### config.mk
export PLATFORM = sky130hd
export DESIGN_NAME = dq_transform_scheduler
export DESIGN_NICKNAME = d
export VERILOG_FILES = /design/src/rtl/dq_transform_scheduler_pkg.sv /design/src/rtl/dq_transform_scheduler_tag_pipe.sv /design/src/rtl/dq_transform_scheduler.sv
export SDC_FILE = /design/constraint.sdc
export NUM_CORES = 2
export LEC_CHECK = 0
export ABC_AREA = 1
export ABC_CLOCK_PERIOD_IN_PS = 28300
export CAP_MARGIN = 10
export CORE_AREA = 2 2 364 366
export DETAILED_ROUTE_END_ITERATION = 6
export DIE_AREA = 0 0 366 368
export PLACE_DENSITY = 0.51
export RECOVER_POWER = 50
export SLEW_MARGIN = 5
export SYNTH_ARGS = -nofsm -noshare
export SYNTH_HDL_FRONTEND = slang
export SYNTH_SLANG_ARGS = --single-unit
export TNS_END_PERCENT = 1
### constraint.sdc
create_clock -name clk -period 28.3 [get_ports clk]
set_clock_uncertainty 0.05 [all_clocks]
set_input_delay 5.66 -clock clk [delete_from_list [all_inputs] [get_ports clk]]
set_output_delay 5.66 -clock clk [all_outputs]
set_load 0.005 [all_outputs]
### src/rtl/dq_transform_scheduler_pkg.sv
// Shared definitions for the dq transform scheduler: the `SINGLE operand width,
// FSM state encoding, err_flags bit positions and the default engine latency.
`ifndef SINGLE
`define SINGLE 32
`endif

package dq_transform_scheduler_pkg;

  typedef enum logic [1:0] {
    StIdle  = 2'd0,
    StIssue = 2'd1,
    StDrain = 2'd2,
    StDone  = 2'd3
  } sched_state_e;

  // err_flags bit positions
  localparam int unsigned ErrOverrun = 0;
  localparam int unsigned ErrOrphan  = 1;
  localparam int unsigned ErrTimeout = 2;

  // Done delay of the abc2dq0 engine this scheduler is paired with
  localparam int unsigned DefaultLatency = 12;

endpackage

### src/rtl/dq_transform_scheduler_tag_pipe.sv
// Tag pipe: Depth-deep {valid, tag} shift register that runs in lockstep with the
// transform engine, so the tag leaving the last stage names the channel whose
// result the engine presents in the same cycle.
module dq_transform_scheduler_tag_pipe #(
  parameter int unsigned Depth = 12,
  parameter int unsigned TagW  = 3
) (
  input  logic            clk_i,
  input  logic            rst_i,
  input  logic            flush_i,
  input  logic            push_valid_i,
  input  logic [TagW-1:0] push_tag_i,
  output logic            out_valid_o,
  output logic [TagW-1:0] out_tag_o,
  output logic            empty_o
);

  logic [Depth-1:0] vld_q;
  logic [TagW-1:0]  tag_q [Depth];

  // Shift one stage per clock; an idle cycle inserts a bubble with valid=0
  always_ff @(posedge clk_i or posedge rst_i) begin
    if (rst_i) begin
      vld_q <= '0;
      for (int i = 0; i < int'(Depth); i++) tag_q[i] <= '0;
    end else if (flush_i) begin
      vld_q <= '0;
    end else begin
      vld_q[0] <= push_valid_i;
      tag_q[0] <= push_tag_i;
      for (int i = 1; i < int'(Depth); i++) begin
        vld_q[i] <= vld_q[i-1];
        tag_q[i] <= tag_q[i-1];
      end
    end
  end

  // Empty once the output stage retires: nothing upstream and nothing entering
  always_comb begin
    empty_o = !push_valid_i;
    for (int i = 0; i < int'(Depth) - 1; i++) begin
      if (vld_q[i]) empty_o = 1'b0;
    end
  end

  assign out_valid_o = vld_q[Depth-1];
  assign out_tag_o   = tag_q[Depth-1];

endmodule

### src/rtl/dq_transform_scheduler.sv
// dq transform scheduler: shares one pipelined abc2dq0 engine across N_CH
// three-phase channels per simulation step. Snapshots the enabled channels and the
// PLL angle, issues one transform per clock, steers returning Vd/Vq into
// per-channel slots and pulses step_done when every issued result has landed.
// Optional build macro DQ_SCHED_TIMEOUT_EN adds a DRAIN timeout (err_flags[2]).
module dq_transform_scheduler
  import dq_transform_scheduler_pkg::*;
#(
  parameter int unsigned N_CH    = 4,
  parameter int unsigned LATENCY = DefaultLatency,
  parameter int unsigned TAG_W   = 3
) (
  input  logic                      clk,
  input  logic                      rst,
  input  logic                      step_sta,
  input  logic [N_CH-1:0]           ch_mask,
  input  logic [N_CH*`SINGLE-1:0]   ch_va,
  input  logic [N_CH*`SINGLE-1:0]   ch_vb,
  input  logic [N_CH*`SINGLE-1:0]   ch_vc,
  input  logic [`SINGLE-1:0]        sin_theta,
  input  logic [`SINGLE-1:0]        cos_theta,
  output logic                      eng_sta,
  output logic [`SINGLE-1:0]        eng_va,
  output logic [`SINGLE-1:0]        eng_vb,
  output logic [`SINGLE-1:0]        eng_vc,
  output logic [`SINGLE-1:0]        eng_sin,
  output logic [`SINGLE-1:0]        eng_cos,
  input  logic [`SINGLE-1:0]        eng_vd,
  input  logic [`SINGLE-1:0]        eng_vq,
  input  logic                      eng_done,
  output logic [N_CH*`SINGLE-1:0]   vd_out,
  output logic [N_CH*`SINGLE-1:0]   vq_out,
  output logic [N_CH-1:0]           res_valid,
  output logic                      busy,
  output logic                      step_done,
  output logic [2:0]                err_flags
);

  localparam int unsigned W = `SINGLE;

  sched_state_e state_q, state_d;

  logic [N_CH-1:0]   pend_q, mask_q, pend_clr;
  logic [N_CH*W-1:0] snap_va_q, snap_vb_q, snap_vc_q;
  logic [W-1:0]      snap_sin_q, snap_cos_q;
  logic [TAG_W-1:0]  sel_idx, sel_q, op_idx;
  logic [N_CH*W-1:0] vd_q, vq_q;
  logic [N_CH-1:0]   res_valid_q, res_valid_d;
  logic [2:0]        err_q, err_d;
  logic              busy_q;
  logic              accept, issue, flush, capture, cap_pending;
  logic              pipe_valid, pipe_empty;
  logic [TAG_W-1:0]  pipe_tag;

`ifdef DQ_SCHED_TIMEOUT_EN
  localparam int unsigned CntW = $clog2(LATENCY + 6);
  logic [CntW-1:0] cnt_q;
`endif

  // Lowest-index pending channel; pend_clr is the pending set after issuing it
  always_comb begin
    sel_idx = '0;
    for (int i = int'(N_CH) - 1; i >= 0; i--) begin
      if (pend_q[i]) sel_idx = TAG_W'(i);
    end
    pend_clr = pend_q & ~(N_CH'(1) << sel_idx);
  end

  // Operands follow the channel being issued, otherwise hold the last one
  always_comb begin
    op_idx  = (state_q == StIssue) ? sel_idx : sel_q;
    eng_va  = snap_va_q[int'(op_idx)*W +: W];
    eng_vb  = snap_vb_q[int'(op_idx)*W +: W];
    eng_vc  = snap_vc_q[int'(op_idx)*W +: W];
    eng_sin = snap_sin_q;
    eng_cos = snap_cos_q;
  end

  // Result capture and the pending-capture check that gates the end of DRAIN
  always_comb begin
    capture     = eng_done && pipe_valid;
    res_valid_d = res_valid_q;
    if (capture) res_valid_d = res_valid_q | (N_CH'(1) << pipe_tag);
    cap_pending = (mask_q & ~res_valid_d) != '0;
  end

  // Next-state, issue strobe and sticky error flags
  always_comb begin
    state_d = state_q;
    accept  = 1'b0;
    issue   = 1'b0;
    flush   = 1'b0;
    err_d   = err_q;
    if (step_sta && state_q != StIdle) err_d[ErrOverrun] = 1'b1;
    if (eng_done && !pipe_valid)       err_d[ErrOrphan]  = 1'b1;
    unique case (state_q)
      StIdle: begin
        if (step_sta) begin
          if (ch_mask != '0) begin
            accept  = 1'b1;
            state_d = StIssue;
          end else begin
            state_d = StDone;
          end
        end
      end
      StIssue: begin
        issue = 1'b1;
        if (pend_clr == '0) state_d = StDrain;
      end
      StDrain: begin
        if (pipe_empty && !cap_pending) begin
          state_d = StDone;
`ifdef DQ_SCHED_TIMEOUT_EN
        end else if (cnt_q > CntW'(LATENCY + 4)) begin
          flush             = 1'b1;
          err_d[ErrTimeout] = 1'b1;
          state_d           = StDone;
`endif
        end
      end
      StDone: state_d = StIdle;
    endcase
  end

  // State, snapshot, result slots and flags
  always_ff @(posedge clk or posedge rst) begin
    if (rst) begin
      state_q     <= StIdle;
      pend_q      <= '0;
      mask_q      <= '0;
      snap_va_q   <= '0;
      snap_vb_q   <= '0;
      snap_vc_q   <= '0;
      snap_sin_q  <= '0;
      snap_cos_q  <= '0;
      sel_q       <= '0;
      vd_q        <= '0;
      vq_q        <= '0;
      res_valid_q <= '0;
      err_q       <= '0;
      busy_q      <= 1'b0;
    end else begin
      state_q <= state_d;
      err_q   <= err_d;
      if (accept) begin
        pend_q      <= ch_mask;
        mask_q      <= ch_mask;
        snap_va_q   <= ch_va;
        snap_vb_q   <= ch_vb;
        snap_vc_q   <= ch_vc;
        snap_sin_q  <= sin_theta;
        snap_cos_q  <= cos_theta;
        res_valid_q <= '0;
        busy_q      <= 1'b1;
      end else begin
        res_valid_q <= res_valid_d;
      end
      if (issue) begin
        pend_q <= pend_clr;
        sel_q  <= sel_idx;
      end
      if (capture) begin
        vd_q[int'(pipe_tag)*W +: W] <= eng_vd;
        vq_q[int'(pipe_tag)*W +: W] <= eng_vq;
      end
      if (state_q == StDone) busy_q <= 1'b0;
    end
  end

`ifdef DQ_SCHED_TIMEOUT_EN
  // Counts cycles spent in DRAIN
  always_ff @(posedge clk or posedge rst) begin
    if (rst) begin
      cnt_q <= '0;
    end else if (state_q == StDrain) begin
      cnt_q <= cnt_q + 1'b1;
    end else begin
      cnt_q <= '0;
    end
  end
`endif

  dq_transform_scheduler_tag_pipe #(
    .Depth (LATENCY),
    .TagW  (TAG_W)
  ) u_tag_pipe (
    .clk_i        (clk),
    .rst_i        (rst),
    .flush_i      (flush),
    .push_valid_i (issue),
    .push_tag_i   (sel_idx),
    .out_valid_o  (pipe_valid),
    .out_tag_o    (pipe_tag),
    .empty_o      (pipe_empty)
  );

  assign eng_sta   = (state_q == StIssue);
  assign step_done = (state_q == StDone);
  assign busy      = busy_q;
  assign res_valid = res_valid_q;
  assign vd_out    = vd_q;
  assign vq_out    = vq_q;
  assign err_flags = err_q;

endmodule

Word-level counts from Yosys, hierarchy flattened
Cells that the tools add are included.
{"block": "totals", "output_inout_bits": 426, "reg_bits": 772}
{"block": "classes", "reduce_logical": 15, "n_eq_ne": 6, "muxes": 33, "shift": 8, "add_sub_neg": 1, "n_bitwise": 5}
{"operator": "$shiftx 128x9->32", "n": 3}
{"operator": "$bwmux 128", "n": 2}
{"operator": "$shiftx 32x34->128", "n": 2}
{"operator": "$shift 32x34->128 const A", "n": 1}
{"operator": "$neg 8->34", "n": 1}
{"operator": "$mux 1", "n": 17}
{"operator": "$mux 4", "n": 4}
{"operator": "$mux 3", "n": 4}
{"operator": "$mux 2", "n": 5}
{"operator": "$and 4x4->4", "n": 2}
{"operator": "$not 4->4", "n": 2}
{"operator": "$pmux 2 s4", "n": 1}
{"operator": "$reduce_bool 4->1", "n": 2}
{"operator": "$shl 1x3->4 const A", "n": 2}
{"operator": "$reduce_bool 2->1", "n": 3}
{"operator": "$eq 2x2->1 const B", "n": 2}
{"operator": "$logic_and 1x1->1", "n": 4}
{"operator": "$logic_not 4->1", "n": 1}
{"operator": "$ne 2x2->1 const B", "n": 2}
{"operator": "$or 4x4->4", "n": 1}
{"operator": "$logic_not 1->1", "n": 3}
{"operator": "$reduce_and 3->1", "n": 1}
{"operator": "$eq 2x1->1 const B", "n": 1}
{"operator": "$logic_not 2->1", "n": 1}
{"operator": "$ne 2x1->1 const B", "n": 1}

Logic depth before layout (Yosys ltp)
{"block": "logic_depth", "word_depth": 17, "mapped_depth": 12}

Modules after synthesis
Synthesis repeated with hierarchy kept, for this count alone.
{"block": "hier_totals", "hier_cells": 3807, "area_unflattened_um2": 32326.0}
{"mod": "dq_transform_scheduler", "seq_area_each_um2": 18092.4, "n_inst": 1, "area_per_inst_um2": 30425.4, "cells_per_inst": 3626}
{"mod": "dq_transform_scheduler_tag_pipe", "seq_area_each_um2": 1201.2, "n_inst": 1, "area_per_inst_um2": 1900.6, "cells_per_inst": 181}

Least setup slack after synthesis
Ideal clock, no wire load.
{"block": "synth_timing", "kind": "register -> output", "startpoint": "reg state_q[1]", "endpoint": "out eng_va[10]", "arrival_ns": 1.695, "required_time_ns": 22.590, "path_stages_with_launch": 12, "setup_slack_ns": 20.895, "path_buffers": 3, "cell_sequence": "dfrtp_1 > inv_1 > ha_1 > buf_2 > inv_1 > nor2_1 > nor2_4 > inv_2 > buf_4 > buf_2 > nand2_1 > nand2_1"}
{"block": "synth_between", "elab_chain_cells": 3}
{"item": "start, declared", "line": "dq_transform_scheduler.sv:41", "text": "sched_state_e state_q, state_d;"}
{"item": "start signal, assigned", "line": "dq_transform_scheduler.sv:129", "text": "state_q <= StIdle;"}
{"item": "start signal, assigned", "line": "dq_transform_scheduler.sv:144", "text": "state_q <= state_d;"}
{"item": "$eq 2x1->1"}
{"item": "named net eng_sta", "line": "dq_transform_scheduler.sv:22", "text": "output logic eng_sta,"}
{"item": "$mux 3", "line": "dq_transform_scheduler.sv:71", "text": "op_idx = (state_q == StIssue) ? sel_idx : sel_q;"}
{"item": "$shiftx 128x9->32", "line": "dq_transform_scheduler.sv:72", "text": "eng_va = snap_va_q[int'(op_idx)*W +: W];"}
{"item": "end, declared", "line": "dq_transform_scheduler.sv:23", "text": "output logic [`SINGLE-1:0] eng_va,"}
The timed path passes the listed nets, and every way through them passes these cells.

==> flow_summary_export.csv <==
group,metric,value,unit
placed_design,numPortBuffers,944,
floorplan,rows,133,
detailed_routing,vias,29400,
logic_synthesis,yosys_register_bits,759,
finish,final_core_util,35.7,%
status,status,"finished with violations",
global_route,grt_max_degree,186,
sta,finalSetupViolations,0,
floorplan,core_area,131000,um2
sta,post-route-period-util,55.4,%
detailed_routing,routed_wirelength,134,mm
detailed_routing,first_iter_violations,2196,
critical_path,critPathRequiredTime,27.25,ns
finish,nets,5244,
clocking,cts_inserted_buffers,94,
finish,syn2layout_area_growth,42.1,%
placed_design,dp_hpwl,92.8,mm
critical_path,critical_path_arrival,14.62,ns
clocking,ctsResizeCount,0,
clocking,root_buffer,"clkbuf_16",
sta,hold_ws,0.293,ns
placed_design,dp_slack,17.21,ns
detailed_routing,firstDrtPassIters,5,
detailed_routing,ant_nets,0,
floorplan,pin_count,946,
critical_path,slowest_delay,5.15,ns
clocking,cts_buffer_depth,3,
global_route,overflow,0,
pwr,p_leak,22.8,nW
logic_synthesis,yosys_warnings,0,
clocking,cts_tree,"yes",
logic_synthesis,postSynthCellCount,3909,
sta,tns,0,ns
global_route,grtUsageTotal,19.3,%
sta,slew_headroom,-382,%
pwr,p_per_area,114,nW/um2
placed_design,dp.cells,6371,
critical_path,cp_slowest_cell,"clkbuf_1",
finish,finalNonFillerCells,6558,
critical_path,r2r.worst_path.cells,9,
sta,worst_slack,12.63,ns
clocking,hold_buffers,0,
sta,hold_viol_final,0,
placed_design,globalplace.congestion,0.833,
critical_path,critPathMaxFanout,131,
status,violations,"max-capacitance violations, max-slew violations",
floorplan,start_util,25.1,%
logic_synthesis,avgSynthCellArea,8.40,um2
global_route,grt_pass1_wl,197,mm
worst_hold_path,hp-class,"register to register",
logic_synthesis,synth.distinct_cells,31,
sta,rsz0062_at_grt,"no",
critical_path,critPathCaptureType,"async pin",
sta,period_minus_slack,15.67,ns
logic_synthesis,ys_seq_area_share,57.9,%
global_route,grt_pass1_vias,29400,
clocking,cts-htree-levels,3,
finish,drive_above_1_share,4.16,%
clocking,cts_num_sinks,759,
floorplan,die_y,368,um
job,drv_cap,13,
floorplan,dieArea,135000,um2
pwr,ir_drop,0.0786,mV
logic_synthesis,synth_area,32800,um2
floorplan,die_x,366,um
critical_path,path_cells,"dlygate4sd3_1 -> clkinvlp_2 -> clkbuf_1",
global_route,antenna_found_initial,47,
critical_path,crit_type,"primary input to async pin",
sta,max_freq,63.8,MHz
detailed_routing,via_per_inst,4.48,
detailed_routing,routedWlPerCell,20.4,um
worst_hold_path,hold_depth,0,
clocking,cts_setup_buffers,0,
critical_path,startpoint_type,"primary input",
detailed_routing,drc,0,
sta,worstMarginPinSlew,7.23,ns
logic_synthesis,synth_nets,4441,
clocking,clk_latency,0.69,ns
sta,drv_slew,1004,
clocking,clk_pin_slew,0.05,ns
==> flip-flops by register name, summed over array words and instances, names as in the netlist, 12 cells and up <==
register          count
eng_sin              32
vq_out              128
u_tag_pipe.vld_q     12
u_tag_pipe.tag_q     22
eng_cos              32
vd_out              128
snap_va_q           128
snap_vc_q           128
snap_vb_q           128
==> area by class of cell <==
type | count | area, um2
clock buffer | 138 | 2780
fill | 13700 | 84200
clock inverter | 32 | 418
inverter | 283 | 1070
antenna | 17 | 42.5
tap | 1755 | 2200
sequential | 759 | 19000
multi-input combinational | 2594 | 11400
timing repair buffer | 980 | 9710
==> cells by family after synthesis <==
family | synth area share (%)
other | 0.0114
buffers and inverters | 7.44
DFF | 57.9
and+or+nand+nor | 22.1
adders and majority gates | 0.457
AOI/OAI and AO/OA | 12.1
==> report_power, final <==
part / switching [mW] / total, mW / internal [mW]
sequential: 0.200 / 1.73 / 1.53
clock: 0.502 / 1.25 / 0.744
combinational: 1.40 / 2.35 / 0.946
total: 2.11 / 5.32 / 3.22
==> final timing paths <==
kind / from / end / slack (ns)
max reg2reg: state_q[0] / snap_vc_q[116] / 18.13
min: u_tag_pipe.tag_q[12] / u_tag_pipe.tag_q[9] / 0.29
min reg2reg: u_tag_pipe.tag_q[12] / u_tag_pipe.tag_q[9] / 0.29
max in group clk: ch_mask[2] / snap_vc_q[116] / 13.04
max: rst / snap_va_q[87] / 12.63
min in group asynchronous: rst / eng_sin[28] / 7.00
==> cells in the mapped netlist (all sizes together) <==
cell	number	area (um2)
inv	283	1060
nand3	132	661
nor3	2	21.3
or2	1	6.26
nor2	63	259
a21oi	4	23.8
o211ai	97	728
buf	140	876
clkbuf	133	503
ha	12	150
dfrtp	759	19000
o31ai	38	285
o21bai	2	15.0
conb	1	3.75
o21ai	583	2920
o221ai	2	17.5
nand4	26	163
nand2	1628	6120
and2	3	18.8
==> routing by layer <==
layer,track usage (%),vias up,share of wire [%]
li1,-,14100,-
met1,22.8,14100,40
met2,33.0,958,49
met3,6.31,224,7.5
met4,6.13,60,3.0
met5,0,-,0.29
==> per-stage QoR <==
| stage | total power [mW] | area, um2 |
|---|---|---|
| floorplan | 2.88 | 32800 |
| global placement | 4.17 | 43500 |
| detailed placement | 4.18 | 43500 |
| CTS | 5.46 | 46700 |
| global route | 5.69 | 46600 |
| finish | 5.32 | 46600 |
==> critical path: cells and delay by family <==
family	cells	cell delay, ns
buf+inv	3	8.63
==> layout by cell type (no fill, tap or decap), drive strengths merged, types with 17 or more instances in the layout <==
master,netlist,layout
o31ai,38,38
clkinv,0,17
nand3,132,132
nor2,63,63
nand4,26,26
diode,0,17
clkbuf,133,146
clkdlybuf4s50,0,614
o21ai,583,583
buf,140,28
dfrtp,759,759
o211ai,97,97
nand2,1628,1628
inv,283,284
dlygate4sd3,0,330
Power figures use the tool's default switching activity.
